<file path="config.mk">
export PLATFORM = sky130hd
export DESIGN_NAME = multi_lane_spi_rx
export DESIGN_NICKNAME = d
export VERILOG_FILES = /design/src/rtl/mlspi_pkg.sv /design/src/rtl/mlspi_sync_fifo.sv /design/src/rtl/multi_lane_spi_rx.sv
export SDC_FILE = /design/constraint.sdc
export NUM_CORES = 1
export LEC_CHECK = 0
export BUFFER_PORTS_ARGS = -buffer_cell sky130_fd_sc_hd__buf_2
export CORE_MARGIN = 1
export CORE_UTILIZATION = 35
export DETAILED_ROUTE_END_ITERATION = 6
export MAX_ROUTING_LAYER = met4
export PLACE_DENSITY = 0.56
export SYNTH_ARGS = -nofsm -noshare
export SYNTH_HDL_FRONTEND = slang
export SYNTH_SLANG_ARGS = --single-unit
</file>
<file path="constraint.sdc">
create_clock -name synth_clk -period 5.35 [get_ports synth_clk]
set_input_delay 0.535 -clock synth_clk [delete_from_list [all_inputs] [get_ports synth_clk]]
set_output_delay 0.535 -clock synth_clk [all_outputs]
set_load 0.01 [all_outputs]
</file>
<file path="src/rtl/mlspi_pkg.sv">
// ---------------------------------------------------------------------------
// mlspi_pkg
// Shared definitions for the multi-lane SPI word receiver:
//   - mlspiState_e : receive FSM state encoding (RESYNC, IDLE, SHIFT)
//   - beatsPerWord : SCK beats needed to assemble one word
//   - beatCntWidth : width of a counter covering 0 .. beats-1
// No ports; imported by multi_lane_spi_rx and mlspi_sync_fifo.
// ---------------------------------------------------------------------------
package mlspi_pkg;

  typedef enum logic [1:0] {
    ST_RESYNC = 2'd0,
    ST_IDLE   = 2'd1,
    ST_SHIFT  = 2'd2
  } mlspiState_e;

  // Each SCK rising edge delivers one bit on every lane.
  function automatic int beatsPerWord(input int wordBits, input int lanes);
    return wordBits / lanes;
  endfunction

  // A single-beat word still needs a one-bit counter to stay a legal vector.
  function automatic int beatCntWidth(input int beats);
    return (beats > 1) ? $clog2(beats) : 1;
  endfunction

endpackage

</file>
<file path="src/rtl/mlspi_sync_fifo.sv">
// ---------------------------------------------------------------------------
// mlspi_sync_fifo
// Single-clock show-ahead FIFO with occupancy output.
// Ports:
//   clk_i, rst_ni  : clock and synchronous active-low reset
//   push_i         : write request for wdata_i
//   pop_i          : pop request; ignored while empty
//   wdata_i        : word to write
//   rdata_o        : head word, valid whenever valid_o is high
//   valid_o        : FIFO non-empty
//   level_o        : current number of stored words
//   drop_o         : push refused because the FIFO was full with no pop
// Pointers carry one extra MSB so that full and empty can be told apart.
// ---------------------------------------------------------------------------
module mlspi_sync_fifo
  import mlspi_pkg::*;
#(
  parameter int WIDTH = 32,
  parameter int DEPTH = 16
) (
  input  logic                   clk_i,
  input  logic                   rst_ni,
  input  logic                   push_i,
  input  logic                   pop_i,
  input  logic [WIDTH-1:0]       wdata_i,
  output logic [WIDTH-1:0]       rdata_o,
  output logic                   valid_o,
  output logic [$clog2(DEPTH):0] level_o,
  output logic                   drop_o
);

  localparam int AW = $clog2(DEPTH);
  localparam logic [AW:0] PTR_ONE = (AW+1)'(1);

  logic [AW:0]      wrPtr_q, wrPtr_d;
  logic [AW:0]      rdPtr_q, rdPtr_d;
  logic [WIDTH-1:0] mem_q [DEPTH];
  logic             empty, full, doPush, doPop;

  // Work out which requests take effect this cycle. A pop in the same cycle
  // frees the slot, so a push into a full FIFO is accepted when it coincides
  // with a pop; only a push into a full FIFO without a pop is dropped.
  always_comb begin
    empty   = (wrPtr_q == rdPtr_q);
    full    = (wrPtr_q[AW] != rdPtr_q[AW]) &&
              (wrPtr_q[AW-1:0] == rdPtr_q[AW-1:0]);
    doPop   = pop_i && !empty;
    doPush  = push_i && (!full || doPop);
    drop_o  = push_i && full && !doPop;
    wrPtr_d = doPush ? (wrPtr_q + PTR_ONE) : wrPtr_q;
    rdPtr_d = doPop  ? (rdPtr_q + PTR_ONE) : rdPtr_q;
  end

  // Pointer registers; level is derived from them so it moves on the same edge.
  always_ff @(posedge clk_i) begin
    if (!rst_ni) begin
      wrPtr_q <= '0;
      rdPtr_q <= '0;
    end else begin
      wrPtr_q <= wrPtr_d;
      rdPtr_q <= rdPtr_d;
    end
  end

  // Storage needs no reset: nothing is read until a push has written it.
  always_ff @(posedge clk_i) begin
    if (doPush) begin
      mem_q[wrPtr_q[AW-1:0]] <= wdata_i;
    end
  end

  assign rdata_o = mem_q[rdPtr_q[AW-1:0]];
  assign valid_o = !empty;
  assign level_o = wrPtr_q - rdPtr_q;

endmodule

</file>
<file path="src/rtl/multi_lane_spi_rx.sv">
// ---------------------------------------------------------------------------
// multi_lane_spi_rx
// Oversampling multi-lane SPI word receiver. SCK, CS and the data lanes are
// synchronized into synth_clk, words of WORD_BITS are assembled from LANES
// bits per SCK rising edge and pushed into a show-ahead FIFO.
// Ports:
//   synth_clk  : sole clock (>= 4x SCK)
//   rst_n      : synchronous active-low reset
//   sck_in     : asynchronous SPI clock, data taken on its rising edge
//   cs_in      : asynchronous active-low frame select
//   mosi_in    : LANES data lines, lane LANES-1 most significant per beat
//   read_data  : pop request for the head word
//   clr_err    : single-cycle clear of the sticky error flags
//   synth_data : head-of-FIFO word
//   data_valid : FIFO non-empty
//   busy       : synchronized frame-active indication
//   fifo_level : current FIFO occupancy
//   overflow   : sticky, a word was dropped on a full FIFO
//   frame_err  : sticky, CS rose with a partial word
//   err_count  : (only with MLSPI_ERR_CNT_EN) saturating error event count
// Optional feature macro: MLSPI_ERR_CNT_EN adds err_count.
// ---------------------------------------------------------------------------
module multi_lane_spi_rx
  import mlspi_pkg::*;
#(
  parameter int LANES       = 2,
  parameter int WORD_BITS   = 32,
  parameter int FIFO_DEPTH  = 16,
  parameter int SYNC_STAGES = 2
) (
  input  logic                          synth_clk,
  input  logic                          rst_n,
  input  logic                          sck_in,
  input  logic                          cs_in,
  input  logic [LANES-1:0]              mosi_in,
  input  logic                          read_data,
  input  logic                          clr_err,
  output logic [WORD_BITS-1:0]          synth_data,
  output logic                          data_valid,
  output logic                          busy,
  output logic [$clog2(FIFO_DEPTH):0]   fifo_level,
  output logic                          overflow,
  output logic                          frame_err
`ifdef MLSPI_ERR_CNT_EN
  ,
  output logic [7:0]                    err_count
`endif
);

  localparam int BEATS  = beatsPerWord(WORD_BITS, LANES);
  localparam int BEAT_W = beatCntWidth(BEATS);
  localparam int SHW    = WORD_BITS - LANES;
  localparam logic [BEAT_W-1:0] BEAT_LAST = BEAT_W'(BEATS - 1);
  localparam logic [BEAT_W-1:0] BEAT_ONE  = BEAT_W'(1);

  (* ASYNC_REG = "TRUE" *) logic [SYNC_STAGES-1:0] sckSync_q;
  (* ASYNC_REG = "TRUE" *) logic [SYNC_STAGES-1:0] csSync_q;
  (* ASYNC_REG = "TRUE" *) logic [LANES-1:0]       mosiSync_q [SYNC_STAGES];
  logic                   sckPrev_q;

  logic                   sckRise, csHigh;
  logic [LANES-1:0]       mosiSync;

  mlspiState_e            state_q, state_d;
  logic [SHW-1:0]         shreg_q, shreg_d;
  logic [BEAT_W-1:0]      beatCnt_q, beatCnt_d;
  logic [WORD_BITS-1:0]   assembled;
  logic                   pushReq, frameErrEv, fifoDrop;
  logic                   busy_q, overflow_q, overflow_d, frameErr_q, frameErr_d;

`ifdef MLSPI_ERR_CNT_EN
  logic [7:0]             errCnt_q, errCnt_d;
  logic [8:0]             errSum;
`endif

  // Input synchronizers. These only track the pins, so they are not reset:
  // right after reset the FSM must see the true CS level to decide whether
  // a frame is already in progress.
  always_ff @(posedge synth_clk) begin
    sckSync_q     <= {sckSync_q[SYNC_STAGES-2:0], sck_in};
    csSync_q      <= {csSync_q[SYNC_STAGES-2:0], cs_in};
    mosiSync_q[0] <= mosi_in;
    for (int i = 1; i < SYNC_STAGES; i++) begin
      mosiSync_q[i] <= mosiSync_q[i-1];
    end
    sckPrev_q     <= sckSync_q[SYNC_STAGES-1];
  end

  assign sckRise   = sckSync_q[SYNC_STAGES-1] & ~sckPrev_q;
  assign csHigh    = csSync_q[SYNC_STAGES-1];
  assign mosiSync  = mosiSync_q[SYNC_STAGES-1];
  assign assembled = {shreg_q, mosiSync};

  // Receive FSM. RESYNC refuses to join a frame already running at reset.
  // In SHIFT a CS release takes priority over a coincident SCK edge, so that
  // beat is lost and any partial word is reported as a framing error.
  always_comb begin
    state_d    = state_q;
    shreg_d    = shreg_q;
    beatCnt_d  = beatCnt_q;
    pushReq    = 1'b0;
    frameErrEv = 1'b0;
    unique case (state_q)
      ST_RESYNC: begin
        if (csHigh) state_d = ST_IDLE;
      end
      ST_IDLE: begin
        beatCnt_d = '0;
        if (!csHigh) state_d = ST_SHIFT;
      end
      ST_SHIFT: begin
        if (csHigh) begin
          state_d    = ST_IDLE;
          frameErrEv = (beatCnt_q != '0);
          beatCnt_d  = '0;
        end else if (sckRise) begin
          shreg_d = assembled[SHW-1:0];
          if (beatCnt_q == BEAT_LAST) begin
            pushReq   = 1'b1;
            beatCnt_d = '0;
          end else begin
            beatCnt_d = beatCnt_q + BEAT_ONE;
          end
        end
      end
      default: state_d = ST_RESYNC;
    endcase
  end

  // Sticky flags: clr_err clears them, but a new event in the same cycle wins.
  always_comb begin
    overflow_d = (clr_err ? 1'b0 : overflow_q) | fifoDrop;
    frameErr_d = (clr_err ? 1'b0 : frameErr_q) | frameErrEv;
  end

`ifdef MLSPI_ERR_CNT_EN
  // Error event counter, saturating at 255; events coinciding with clr_err
  // are counted from zero.
  always_comb begin
    errSum   = {1'b0, (clr_err ? 8'd0 : errCnt_q)}
             + {8'd0, fifoDrop} + {8'd0, frameErrEv};
    errCnt_d = errSum[8] ? 8'hFF : errSum[7:0];
  end
`else
  // Without the counter the sticky flags are the only error report.
`endif

  // State, datapath and flag registers.
  always_ff @(posedge synth_clk) begin
    if (!rst_n) begin
      state_q    <= ST_RESYNC;
      shreg_q    <= '0;
      beatCnt_q  <= '0;
      busy_q     <= 1'b0;
      overflow_q <= 1'b0;
      frameErr_q <= 1'b0;
`ifdef MLSPI_ERR_CNT_EN
      errCnt_q   <= '0;
`endif
    end else begin
      state_q    <= state_d;
      shreg_q    <= shreg_d;
      beatCnt_q  <= beatCnt_d;
      busy_q     <= ~csHigh;
      overflow_q <= overflow_d;
      frameErr_q <= frameErr_d;
`ifdef MLSPI_ERR_CNT_EN
      errCnt_q   <= errCnt_d;
`endif
    end
  end

  mlspi_sync_fifo #(
    .WIDTH (WORD_BITS),
    .DEPTH (FIFO_DEPTH)
  ) u_fifo (
    .clk_i   (synth_clk),
    .rst_ni  (rst_n),
    .push_i  (pushReq),
    .pop_i   (read_data),
    .wdata_i (assembled),
    .rdata_o (synth_data),
    .valid_o (data_valid),
    .level_o (fifo_level),
    .drop_o  (fifoDrop)
  );

  assign busy      = busy_q;
  assign overflow  = overflow_q;
  assign frame_err = frameErr_q;
`ifdef MLSPI_ERR_CNT_EN
  assign err_count = errCnt_q;
`endif

endmodule

</file>
# [After elaboration in Yosys (flattened, before gate mapping)]
# Memories as Yosys holds them, arrays and structs flattened. A register that Yosys moved wholly into a read port is not among the register bits.
# Cells that the tools add are included.
# W data, S select, Z words.
[op_classes] addsub=4 n_eq_ne=9 muxes=19 n_bitwise=5 reduce_logical=16
[ops] op="$mux W4" count=5
[ops] op="$add A5 B1 Y5 const B" count=2
[ops] op="$mux W1" count=10
[ops] op="$pmux W4 S2" count=1
[ops] op="$eq A5 B5 Y1" count=1
[ops] op="$logic_and A1 B1 Y1" count=5
[ops] op="$sub A5 B5 Y5" count=1
[ops] op="$add A4 B1 Y4 const B" count=1
[ops] op="$eq A4 B4 Y1" count=1
[ops] op="$eq A4 B4 Y1 const B" count=1
[ops] op="$mux W2" count=2
[ops] op="$pmux W2 S2" count=1
[ops] op="$reduce_and A2 Y1" count=2
[ops] op="$reduce_bool A4 Y1" count=1
[ops] op="$logic_not A1 Y1" count=3
[ops] op="$ne A3 B3 Y1 const B" count=1
[ops] op="$reduce_and A3 Y1" count=1
[ops] op="$eq A2 B1 Y1 const B" count=1
[ops] op="$eq A2 B2 Y1 const B" count=1
[ops] op="$logic_not A2 Y1" count=1
[ops] op="$ne A2 B1 Y1 const B" count=1
[ops] op="$ne A2 B2 Y1 const B" count=1
[ops] op="$not A1 Y1" count=2
[ops] op="$or A1 B1 Y1" count=2
[ops] op="5 further kinds" count=5
[word_totals] reg_bits=54 ramBits=516 memories=2
[mem_list] memory="u_fifo.mem_q" words=16 width=32 read_ports=1 rd_ports_with_merged_regs=1 wr=1 line_no="mlspi_sync_fifo.sv:37" rtl="logic [WIDTH-1:0] mem_q [DEPTH];"
[mem_list] memory="mosiSync_q" words=2 width=2 read_ports=2 rd_ports_with_merged_regs=0 wr=2 line_no="multi_lane_spi_rx.sv:58" rtl="(* ASYNC_REG = \"TRUE\" *) logic [LANES-1:0] mosiSync_q [SYNC_STAGES];"

# [Depth between registers and ports, before layout]
# Gate-level depths: netlist (run 1).
[depth] word_depth=8 depth_mapped=7 depth_no_buf=7

# [By module]
# From an unflattened synthesis (run 1), not the netlist that was laid out.
[unflattened] cells_unflattened=1082 area_unflattened_um2=21759.6
[modules_own_cells] mod="mlspi_sync_fifo" n_inst=1 cells_each=891 area_per_inst_um2=20005.4 seq_area_each_um2=15655.0
[modules_own_cells] mod="multi_lane_spi_rx" n_inst=1 cells_each=191 area_per_inst_um2=1754.2 seq_area_each_um2=960.9

# [Least setup slack after synthesis (run 1)]
# OpenSTA, ideal clock, no wires.
[synth_path] path_kind="reg-to-reg" start="register u_fifo.rdPtr_q[2]" end="memory u_fifo.mem_q[0][0] (enable)" setup_time_ps=461 arrival_time_ps=3570 required_ps=4889 slack_ps=1319 stages_incl_launch_ff=8 period_less_slack_ps=4031 cell_sequence="dfxtp_1 inv_1 ha_1 nand4_1 or3_1 clkbuf_1 nand3_1 nor3_1"
[synth_between] elab_chain_len=7 elab_cells_between_ends=10 cone_classes="eq/ne (2); mux (2); reduce/logical (6)"
[synth_lines] element="from (decl)" line_no="mlspi_sync_fifo.sv:36" rtl="logic [AW:0] rdPtr_q, rdPtr_d;"
[synth_lines] element="from (signal assigned)" line_no="mlspi_sync_fifo.sv:61" rtl="rdPtr_q <= rdPtr_d;"
[synth_lines] element="$eq A5 B5 Y1 or $eq A4 B4 Y1 (tied branches)" line_no="mlspi_sync_fifo.sv:44, mlspi_sync_fifo.sv:46"
[synth_lines] element="$logic_not A1 Y1 or $logic_and A1 B1 Y1 (tied branches)" line_no="mlspi_sync_fifo.sv:47, mlspi_sync_fifo.sv:45"
[synth_lines] element="$logic_and A1 B1 Y1 or $logic_not A1 Y1 (tied branches)" line_no="mlspi_sync_fifo.sv:47, mlspi_sync_fifo.sv:48"
[synth_lines] element="$logic_or A1 B1 Y1 *" line_no="mlspi_sync_fifo.sv:48" rtl="doPush = push_i && (!full || doPop);"
[synth_lines] element="$logic_and A1 B1 Y1 *" line_no="mlspi_sync_fifo.sv:48"
[synth_lines] element="$mux W1 *" line_no="mlspi_sync_fifo.sv:67" rtl="if (doPush) begin"
[synth_lines] element="$mux W1 (implied by the code) *" line_no="mlspi_sync_fifo.sv:68" rtl="mem_q[wrPtr_q[AW-1:0]] <= wdata_i;"
[synth_lines] element="to (decl)" line_no="mlspi_sync_fifo.sv:37"
# Every way passes the cells marked *; elsewhere a longest branch is shown, timed or not.

==> impl_metrics.json, run 1 <==
{
  "die_area_sq_mm": 0.0626,
  "cellPowerDensity_mw_per_mm2": 358,
  "cp.arrival_ps": 3170,
  "rr_endpoint": "u_fifo.mem_q[8][1]$_DFFE_PP_",
  "cts_buffer_depth": 3,
  "crit_path_end_kind": "output pin",
  "cts_inserted_buffers": 58,
  "period_minus_slack_ps": 3700,
  "hold_class": "primary input to register",
  "grt_max_degree": 62,
  "root_buffer": "clkbuf_16",
  "clk_pin_slew_ps": 60,
  "flow.area_growth_from_synthesis_pct": 15.6,
  "port_buffers": 48,
  "drt_pass1_iterations": 7,
  "synth-async-reset-ratio_pct": 0,
  "drive_gt1_share_pct": 26.6,
  "route.detailed.wl_per_inst_microns": 24.3,
  "row_count": 90,
  "grt_pass1_wl_microns": 72800,
  "cts.htree.levels": 2,
  "intPower_w": 0.00723,
  "setup-tns-final_ps": 0,
  "syn_avg_cell_area_sq_um": 19.9,
  "cts_tree": "yes",
  "vias": 10425,
  "seqPwrFrac_pct": 54.0,
  "rr_startpoint": "beatCnt_q[0]$_SDFFE_PN0P_",
  "synthTopCellsByArea": "edfxtp_1 (71%), mux4_2 (13%), dfxtp_1 (5.8%)",
  "finalWirelength_microns": 48400,
  "yosysSeqAreaShare_pct": 77.0,
  "dp_hpwl_microns": 25700,
  "rsz0062_at_grt": "false",
  "holdWs_ps": 261,
  "die_h_microns": 250,
  "path_max_fanout": 39,
  "synth-edff-count": 512,
  "p_sw_share_pct": 19.1,
  "fmax_mhz": 270,
  "hold_depth": 3,
  "antenna_cells": 0,
  "grt_use_total_pct": 16.2,
  "ys.flop_type": "edfxtp_1",
  "finalCritPeriodShare_pct": 69.2,
  "r2r_cells": 6,
  "finalSetupViolations": 0,
  "p_sw_w": 0.00171,
  "ios": 49,
  "combPwrFrac_pct": 0.2,
  "yosys_warnings": 0,
  "vdd_drop_max_mv": 0.247,
  "syn_nets": 1103,
  "yosys.area.top_type": "edfxtp_1",
  "cts_setup_buffers": 0,
  "synth_seq_cells": 574,
  "layout_common_cells": "edfxtp_1 (512), mux4_2 (128), nand2_1 (96)",
  "timing.final.ws_setup_ps": 1650,
  "postCtsHoldBufs": 4,
  "syn_inst": 1083,
  "dp_slack_ps": 1920,
  "slew_viol_final": 0,
  "skew_ps": 18.8,
  "final_nets": 1183,
  "clk_latency_ps": 630,
  "synth.cell_area_sq_mm": 0.0216,
  "rrSetupSlack_ps": 1890,
  "grt_antenna_before_repair": 0,
  "crit_type": "register to output pin",
  "p_leak_nw": 7.81,
  "pwr-share-clk_pct": 45.8,
  "cts_resized": 0,
  "vias_per_cell": 5.23,
  "start_util_pct": 35.6,
  "dieWidth_microns": 250,
  "hp-start": "read_data",
  "slew_headroom_pct": 15.3,
  "first_global_vias": 10947,
  "hold_viol": 0,
  "cts.sinks": 574,
  "drc": 0,
  "ant_nets": 0,
  "synth_top_area_share_pct": 71.3,
  "mostFrequentLayoutCell": "edfxtp_1",
  "ys_types": 37,
  "worst_slew_pin_slew_ps": 1270,
  "globalplace.congestion": 0.749,
  "start_kind": "register",
  "worstPathRequired_ps": 4820,
  "outcome": "finished clean",
  "coreArea_sq_mm": 0.0606,
  "first_iter_violations": 786,
  "grt_remaining_overflow": 0,
  "cap_viol_max_count": 0
}
[registers in the layout (all words and copies together), names as in the netlist, named ones only]
signal	cells
overflow	1
csSync_q	2
u_fifo.wrPtr_q	5
u_fifo.rdPtr_q	5
shreg_q	30
mosiSync_q	4
beatCnt_q	4
state_q	2
sckSync_q	2
frame_err	1
sckPrev_q	1
u_fifo.mem_q	512
busy	1
[worst max-delay path by stage]
stage / startpoint / end / slack, ps / depth (start not counted)
floorplan: u_fifo.rdPtr_q[2]$_SDFFE_PN0N_ / u_fifo.mem_q[0][0]$_DFFE_PP_ / 1320 / 7
global placement: beatCnt_q[0]$_SDFFE_PN0P_ / u_fifo.mem_q[8][7]$_DFFE_PP_ / 1970 / 6
detailed placement: beatCnt_q[0]$_SDFFE_PN0P_ / u_fifo.mem_q[8][9]$_DFFE_PP_ / 1920 / 6
CTS: register / synth_data[4] / 1520 / 5
global route: register / synth_data[4] / 1360 / 5
finish: register / synth_data[4] / 1650 / 5
[Yosys cell counts, types with 5 or more instances]
master    number
a22oi_1       65
o21ai_0        6
a21oi_1       42
xnor2_1        5
nor3_1         7
edfxtp_1     512
clkbuf_1      44
nor2b_1        5
mux4_2       128
nor2_1        24
nand3_1       14
ha_1          11
buf_2         14
dfxtp_1       62
nand2_1       96
inv_1         12
[through the flow]
stage	total power, W	cells	instance area [sq um]	utilization [%]
after floorplan	0.00492	1083	21600	-
after global placement	0.00493	1881	22900	37.9
after detailed placement	0.00494	1881	22900	37.9
after CTS	0.00903	1994	24900	41.2
after global routing	0.00919	1994	24900	41.2
final	0.00894	1994	24900	41.2
[critical path, cell delays in order (launching register included)]
cell and delay (ps):
dfxtp_4 920, buf_12 380, mux4_2 550, a22oi_1 310
nand2_1 160, buf_2 170
[metal layers]
| metal | routed length [microns] | GRT usage, % |
|---|---|---|
| met1 | 21000 | 21.5 |
| met2 | 23800 | 26.0 |
| met3 | 2710 | 2.86 |
| met4 | 875 | 3.91 |
| met5 | 0 | - |
[power by group through the flow]
stage	Sequential, W	Combinational (W)	Clock (W)
after floorplan	0.00491	0.0000105	0
after global placement	0.00492	0.0000190	0
after detailed placement	0.00492	0.0000189	0
after CTS	0.00482	0.0000211	0.00419
after global routing	0.00482	0.0000227	0.00435
final	0.00482	0.0000211	0.00409
[cells by family after synthesis]
family          synth area share [%]
fa+ha+maj                      0.731
mux                             13.4
buf+inv                         1.33
flops                           77.0
simple gates                    3.34
compound gates                  3.87
xor+xnor                       0.325
[cell type report]
| class | count | area, sq um |
|---|---|---|
| sequential | 574 | 16600 |
| timing repair buffer | 79 | 520 |
| clock buffer | 87 | 1710 |
| tap | 782 | 978 |
| fill | 5313 | 35600 |
| inverter | 13 | 48.8 |
| clock inverter | 22 | 254 |
| multi-input combinational | 437 | 4810 |
No activity file was read; power rests on OpenSTA's default activity.
==> inputs of run 2 (changes only) <==
--- a/config.mk
+++ b/config.mk
@@ -10,7 +10,7 @@
 export CORE_UTILIZATION = 35
 export DETAILED_ROUTE_END_ITERATION = 6
 export MAX_ROUTING_LAYER = met4
-export PLACE_DENSITY = 0.56
+export PLACE_DENSITY = 0.57
 export SYNTH_ARGS = -nofsm -noshare
 export SYNTH_HDL_FRONTEND = slang
 export SYNTH_SLANG_ARGS = --single-unit
==> constraint.sdc (replaced) <==
create_clock -name synth_clk -period 3 [get_ports synth_clk]
set_input_delay 0.3 -clock synth_clk [delete_from_list [all_inputs] [get_ports synth_clk]]
set_output_delay 0.3 -clock synth_clk [all_outputs]
set_load 0.01 [all_outputs]
==> run 2 against run 1 <==
  * Non-clock buffer count rose by 30
  * Largest power group unchanged
  * Final area rose by 1.3%
  * Hold slack got worse by 210 ps
  * First-iteration DRC count rose by 24%
  * Final cell count rose by 1.7%
  * Sequential cell count did not move
==> impl_metrics.json, run 2 (same netlist as run 1, synthesis figures left out) <==
{
  "die_h_microns": 250,
  "first_iter_violations": 976,
  "rr_endpoint": "u_fifo.mem_q[5][22]$_DFFE_PP_",
  "p_leak_nw": 7.91,
  "drt_pass1_iterations": 5,
  "skew_ps": 12.9,
  "seqPwrFrac_pct": 54.5,
  "critPathTopFamily": "multiplexers",
  "finalSetupViolations": 0,
  "cts_setup_buffers": 0,
  "pwr-share-clk_pct": 45.2,
  "cp-endpoint": "synth_data[16]",
  "coreArea_sq_mm": 0.0606,
  "globalplace.congestion": 0.736,
  "row_count": 90,
  "ant_nets": 0,
  "slew_viol_final": 0,
  "crit_path_end_kind": "output pin",
  "path_max_fanout": 30,
  "die_area_sq_mm": 0.0626,
  "cts_tree": "yes",
  "grt_pass1_wl_microns": 73700,
  "grt_max_degree": 45,
  "holdWs_ps": 51.5,
  "cp.arrival_ps": 2590,
  "cts_buffer_depth": 3,
  "cts.htree.levels": 2,
  "root_buffer": "clkbuf_16",
  "clk_latency_ps": 620,
  "p_sw_share_pct": 19.3,
  "antenna_cells": 0,
  "port_buffers": 48,
  "vias": 10626,
  "cellPowerDensity_mw_per_mm2": 624,
  "flow.area_growth_from_synthesis_pct": 17.1,
  "instances_no_fill": 2028,
  "rsz0062_at_grt": "true",
  "hold_class": "primary input to register",
  "final_nets": 1216,
  "finalWirelength_microns": 49600,
  "outcome": "finished clean",
  "setup-tns-final_ps": 0,
  "r2r_cells": 8,
  "cp.depth": 5,
  "largest_register_ffs": 512,
  "start_util_pct": 35.6,
  "slowest_stage": "mux4_2",
  "path_cells": "buf_12 > mux4_2 > a22oi_1 > nand2_1 > buf_2",
  "layout_common_cells": "edfxtp_1 (512), mux4_2 (128), nand2_1 (96)",
  "grt_antenna_before_repair": 0,
  "cts.sinks": 574,
  "vias_per_cell": 5.24,
  "drc": 0,
  "rr_startpoint": "u_fifo.rdPtr_q[1]$_SDFFE_PN0N_",
  "finalCritPeriodShare_pct": 96.2,
  "start_kind": "register",
  "cap_viol_max_count": 0,
  "worstPathRequired_ps": 2700,
  "dieWidth_microns": 250,
  "intPower_w": 0.0127,
  "vdd_drop_max_mv": 0.473,
  "critPathBufInv": 2,
  "dp.cells": 1911,
  "cts_inserted_buffers": 58,
  "ios": 49,
  "slew_headroom_pct": 33.4,
  "fmax_mhz": 346,
  "grt_use_total_pct": 16.4,
  "combPwrFrac_pct": 0.3,
  "route.detailed.wl_per_inst_microns": 24.4,
  "p_sw_w": 0.00305,
  "dp_hpwl_microns": 28200,
  "hold_viol": 0,
  "period_minus_slack_ps": 2890,
  "mostFrequentLayoutCell": "edfxtp_1",
  "grt_remaining_overflow": 0,
  "clk_pin_slew_ps": 60,
  "crit_type": "register to output pin",
  "drive_gt1_share_pct": 27.9,
  "first_global_vias": 11399,
  "critical-path-max-stage-delay_ps": 560,
  "rrSetupSlack_ps": 180,
  "worst_slew_pin_slew_ps": 997
}
## run 2: changes by cell type in the layout (fill, tap and decap cells not counted), moves of 3 or more
cell / previous run / this run
clkinv_1: 3 / 6
nor3_2: 6 / 1
nor2_2: 0 / 3
buf_12: 3 / 9
clkbuf_1: 14 / 26
buf_4: 24 / 46
a22oi_1: 65 / 58
nor3_4: 0 / 5
a22oi_2: 0 / 7
clkinv_2: 10 / 5
clkbuf_8: 15 / 7
## run 2: stage by stage
step	total power (W)	util [%]	instance area [sq um]	worst slack [ps]
after floorplan	0.00878	-	21600	-170
after global placement	0.00880	38.4	23300	172
after detailed placement	0.00880	38.4	23300	110
after CTS	0.0159	41.6	25200	13.5
after global routing	0.0162	41.7	25300	-3.53
final	0.0158	41.7	25300	113
## run 2: how the worst min path moves through the flow
stage,start,to,cells past startpoint
3_5_place_dp,mosiSync_q[0][1]$_DFF_P_,mosiSync_q[0][3]$_DFF_P_,0
5_1_grt,clr_err,overflow$_SDFF_PN0_,4
3_3_place_gp,mosiSync_q[0][0]$_DFF_P_,mosiSync_q[0][2]$_DFF_P_,0
4_1_cts,clr_err,frame_err$_SDFF_PN0_,4
2_1_floorplan,csSync_q[0]$_DFF_P_,csSync_q[1]$_DFF_P_,0
6_report,clr_err,frame_err$_SDFF_PN0_,4
## run 2: cell type report
class,count,area (sq um)
Fill cell,5289,35300
Clock buffer,91,1650
Tap cell,782,978
Timing Repair Buffer,109,845
Multi-Input combinational cell,440,4900
Clock inverter,19,233
Inverter,13,48.8
Sequential cell,574,16600
## run 2: per-layer routing
| metal | vias to the layer above | wire, microns | track usage (%) |
|---|---|---|---|
| met2 | 273 | 24500 | 26.6 |
| met4 | 0 | 1000 | 3.96 |
| met1 | 5623 | 21800 | 21.8 |
| met5 | - | 0 | - |
| met3 | 74 | 2230 | 2.45 |
| li1 | 4656 | - | - |
## run 2: repair_timing
action / 4_1_cts / 5_1_grt
pin swaps: 0 / 4
resized for setup: 2 / 7
hold buffers: 4 / 0
gates cloned: 0 / 3
setup endpoints to repair: 2 / 36
hold endpoints to repair: 4 / 0
## run 2: worst register-to-register path: stages, from the launching register on
cell and delay [ps]:
dfxtp_1 380, inv_1 110, ha_1 340, nand4_1 120, or3_1 190, nand3_1 100, buf_4 180, nor2_4 730
buf_4 350
## run 2: power by group through the flow
| stage | sequential (W) | combinational (W) | clock, W |
|---|---|---|---|
| final | 0.00860 | 0.0000394 | 0.00713 |
| after global routing | 0.00859 | 0.0000429 | 0.00758 |
| after CTS | 0.00860 | 0.0000399 | 0.00728 |
| after detailed placement | 0.00877 | 0.0000360 | 0 |
| after global placement | 0.00877 | 0.0000363 | 0 |
| after floorplan | 0.00876 | 0.0000187 | 0 |
==> inputs of run 3 (changes only) <==
--- a/config.mk
+++ b/config.mk
@@ -9,8 +9,9 @@
 export CORE_MARGIN = 1
 export CORE_UTILIZATION = 35
 export DETAILED_ROUTE_END_ITERATION = 6
+export HOLD_SLACK_MARGIN = 0.08
 export MAX_ROUTING_LAYER = met4
-export PLACE_DENSITY = 0.57
+export PLACE_DENSITY = 0.56
 export SYNTH_ARGS = -nofsm -noshare
 export SYNTH_HDL_FRONTEND = slang
 export SYNTH_SLANG_ARGS = --single-unit
==> constraint.sdc (replaced) <==
create_clock -name synth_clk -period 3.1 [get_ports synth_clk]
set_input_delay 0.31 -clock synth_clk [delete_from_list [all_inputs] [get_ports synth_clk]]
set_output_delay 0.31 -clock synth_clk [all_outputs]
set_load 0.01 [all_outputs]
==> run 3 against run 2 <==
  * Setup slack gained 120 ps
  * Final cell count is essentially flat
  * Via count shrank 0.34%
  * Clock skew grew 8.1 ps
==> impl_metrics.json, run 3 (same netlist as run 1, synthesis figures left out) <==
{
  "cts_buffer_depth": 3,
  "start_util_pct": 35.6,
  "route.detailed.wl_per_inst_microns": 24.1,
  "ios": 49,
  "worstPathRequired_ps": 2790,
  "hold_viol": 0,
  "rsz0062_at_grt": "false",
  "crit_path_end_kind": "output pin",
  "die_area_sq_mm": 0.0626,
  "cellPowerDensity_mw_per_mm2": 600,
  "fin_area_sq_mm": 0.0253,
  "rr_startpoint": "beatCnt_q[0]$_SDFFE_PN0P_",
  "finalSetupViolations": 0,
  "period_minus_slack_ps": 2870,
  "holdWs_ps": 327,
  "cts_tree": "yes",
  "final_nets": 1220,
  "flow.area_growth_from_synthesis_pct": 17.4,
  "coreArea_sq_mm": 0.0606,
  "hold_end": "mosiSync_q[0][3]$_DFF_P_",
  "grt_remaining_overflow": 0,
  "grt_max_degree": 47,
  "first_iter_violations": 824,
  "drive_gt1_share_pct": 28.5,
  "drc": 0,
  "cts_inserted_buffers": 57,
  "nFillCells": 5286,
  "p_leak_nw": 7.97,
  "first_global_vias": 11196,
  "clk_latency_ps": 610,
  "outcome": "finished clean",
  "grt_pass1_wl_microns": 72800,
  "root_buffer": "clkbuf_16",
  "slew_headroom_pct": 26.4,
  "crit_type": "register to output pin",
  "vias": 10590,
  "largest_register_ffs": 512,
  "globalplace.congestion": 0.774,
  "ant_nets": 0,
  "path_max_fanout": 27,
  "fmax_mhz": 348,
  "total_power_w": 0.0152,
  "layout_common_cells": "edfxtp_1 (512), mux4_2 (128), nand2_1 (96)",
  "instances_no_fill": 2030,
  "antenna_cells": 0,
  "mostFrequentLayoutCell": "edfxtp_1",
  "start_kind": "register",
  "port_buffers": 48,
  "dp_slack_ps": 166,
  "cap_viol_max_count": 0,
  "hp-start": "mosiSync_q[0][1]$_DFF_P_",
  "grt_use_total_pct": 16.2,
  "r2r_cells": 8,
  "row_count": 90,
  "dp.cells": 1915,
  "cts.htree.levels": 2,
  "rrSetupSlack_ps": 260,
  "rr_endpoint": "u_fifo.mem_q[8][14]$_DFFE_PP_",
  "slew_viol_final": 0,
  "finalWirelength_microns": 48900,
  "clk_pin_slew_ps": 60,
  "dieWidth_microns": 250,
  "vias_per_cell": 5.22,
  "place_area_sq_mm": 0.0234,
  "cts.sinks": 574,
  "worst_slew_pin_slew_ps": 1100,
  "skew_ps": 21.0,
  "cts_resized": 0,
  "hold_class": "register to register",
  "timing.final.ws_setup_ps": 230,
  "grt_antenna_before_repair": 0,
  "drt_pass1_iterations": 5,
  "finalCritPeriodShare_pct": 92.6,
  "dp_hpwl_microns": 27400,
  "cp.arrival_ps": 2560,
  "die_h_microns": 250,
  "vdd_drop_max_mv": 0.466,
  "hold_depth": 0
}
[run 3: changes by cell type in the layout (fill, tap and decap cells not counted), moves of 3 or more]
cell / change
clkbuf_8: -3
clkbuf_1: -15
a22oi_1: +7
a22oi_2: -7
buf_12: +8
clkinv_2: +14
[run 3: repair_timing]
action                     in CTS  in global routing
gates cloned                    0                  1
setup endpoints to repair       2                 11
buffers inserted                1                  0
pin swaps                       0                  1
hold endpoints to repair        7                  0
hold buffers                    6                  0
[run 3: worst max path at each step]
stage	from	endpoint	slack, ps	cells past startpoint
after floorplan	beatCnt_q[0]$_SDFFE_PN0P_	u_fifo.mem_q[10][0]$_DFFE_PP_	-70	5
after global placement	beatCnt_q[0]$_SDFFE_PN0P_	u_fifo.mem_q[12][22]$_DFFE_PP_	200	8
after detailed placement	beatCnt_q[0]$_SDFFE_PN0P_	u_fifo.mem_q[12][23]$_DFFE_PP_	170	8
after CTS	register	synth_data[14]	110	5
after global routing	register	synth_data[5]	80	5
final	register	synth_data[5]	230	5
[run 3: worst max-delay path, cell delays in order, from the launching register on]
cell and delay [ps]:
dfxtp_4 680, buf_4 360, mux4_2 340, a22oi_1 220, nand2_1 160, buf_2 170
[run 3: final cells by class]
cell class                 count  area (sq um)  area share, %
sequential                   574         16600           65.6
multi-input combinational    438          4850           19.1
clock buffer                  72          1520           6.01
timing repair buffer         116           978           3.86
tap                          782           978           3.86
clock inverter                35           332           1.31
inverter                      13          48.8          0.193
[run 3: metrics by stage]
stage,utilization (%),TNS [ps]
finish,41.8,0
global route,41.8,0
detailed placement,38.6,0
floorplan,-,-23700
CTS,41.8,0
global placement,38.6,0
[run 3: routing by layer]
layer / up-vias / global-route usage, % / share of wire, % / routed length (microns)
li1: 4656 / - / - / -
met2: 260 / 26.1 / 49 / 24100
met3: 73 / 2.34 / 4.5 / 2190
met1: 5601 / 21.5 / 44 / 21600
met5: - / - / 0 / 0
met4: 0 / 4.50 / 2.1 / 1010
[run 3: power by group]
part	leakage, nW	internal, W	total, W	switching, W
sequential	5.24	0.00831	0.00832	0.0000105
clock	0.926	0.00397	0.00684	0.00287
combinational	1.81	0.0000148	0.0000403	0.0000255
total	7.97	0.0123	0.0152	0.00291
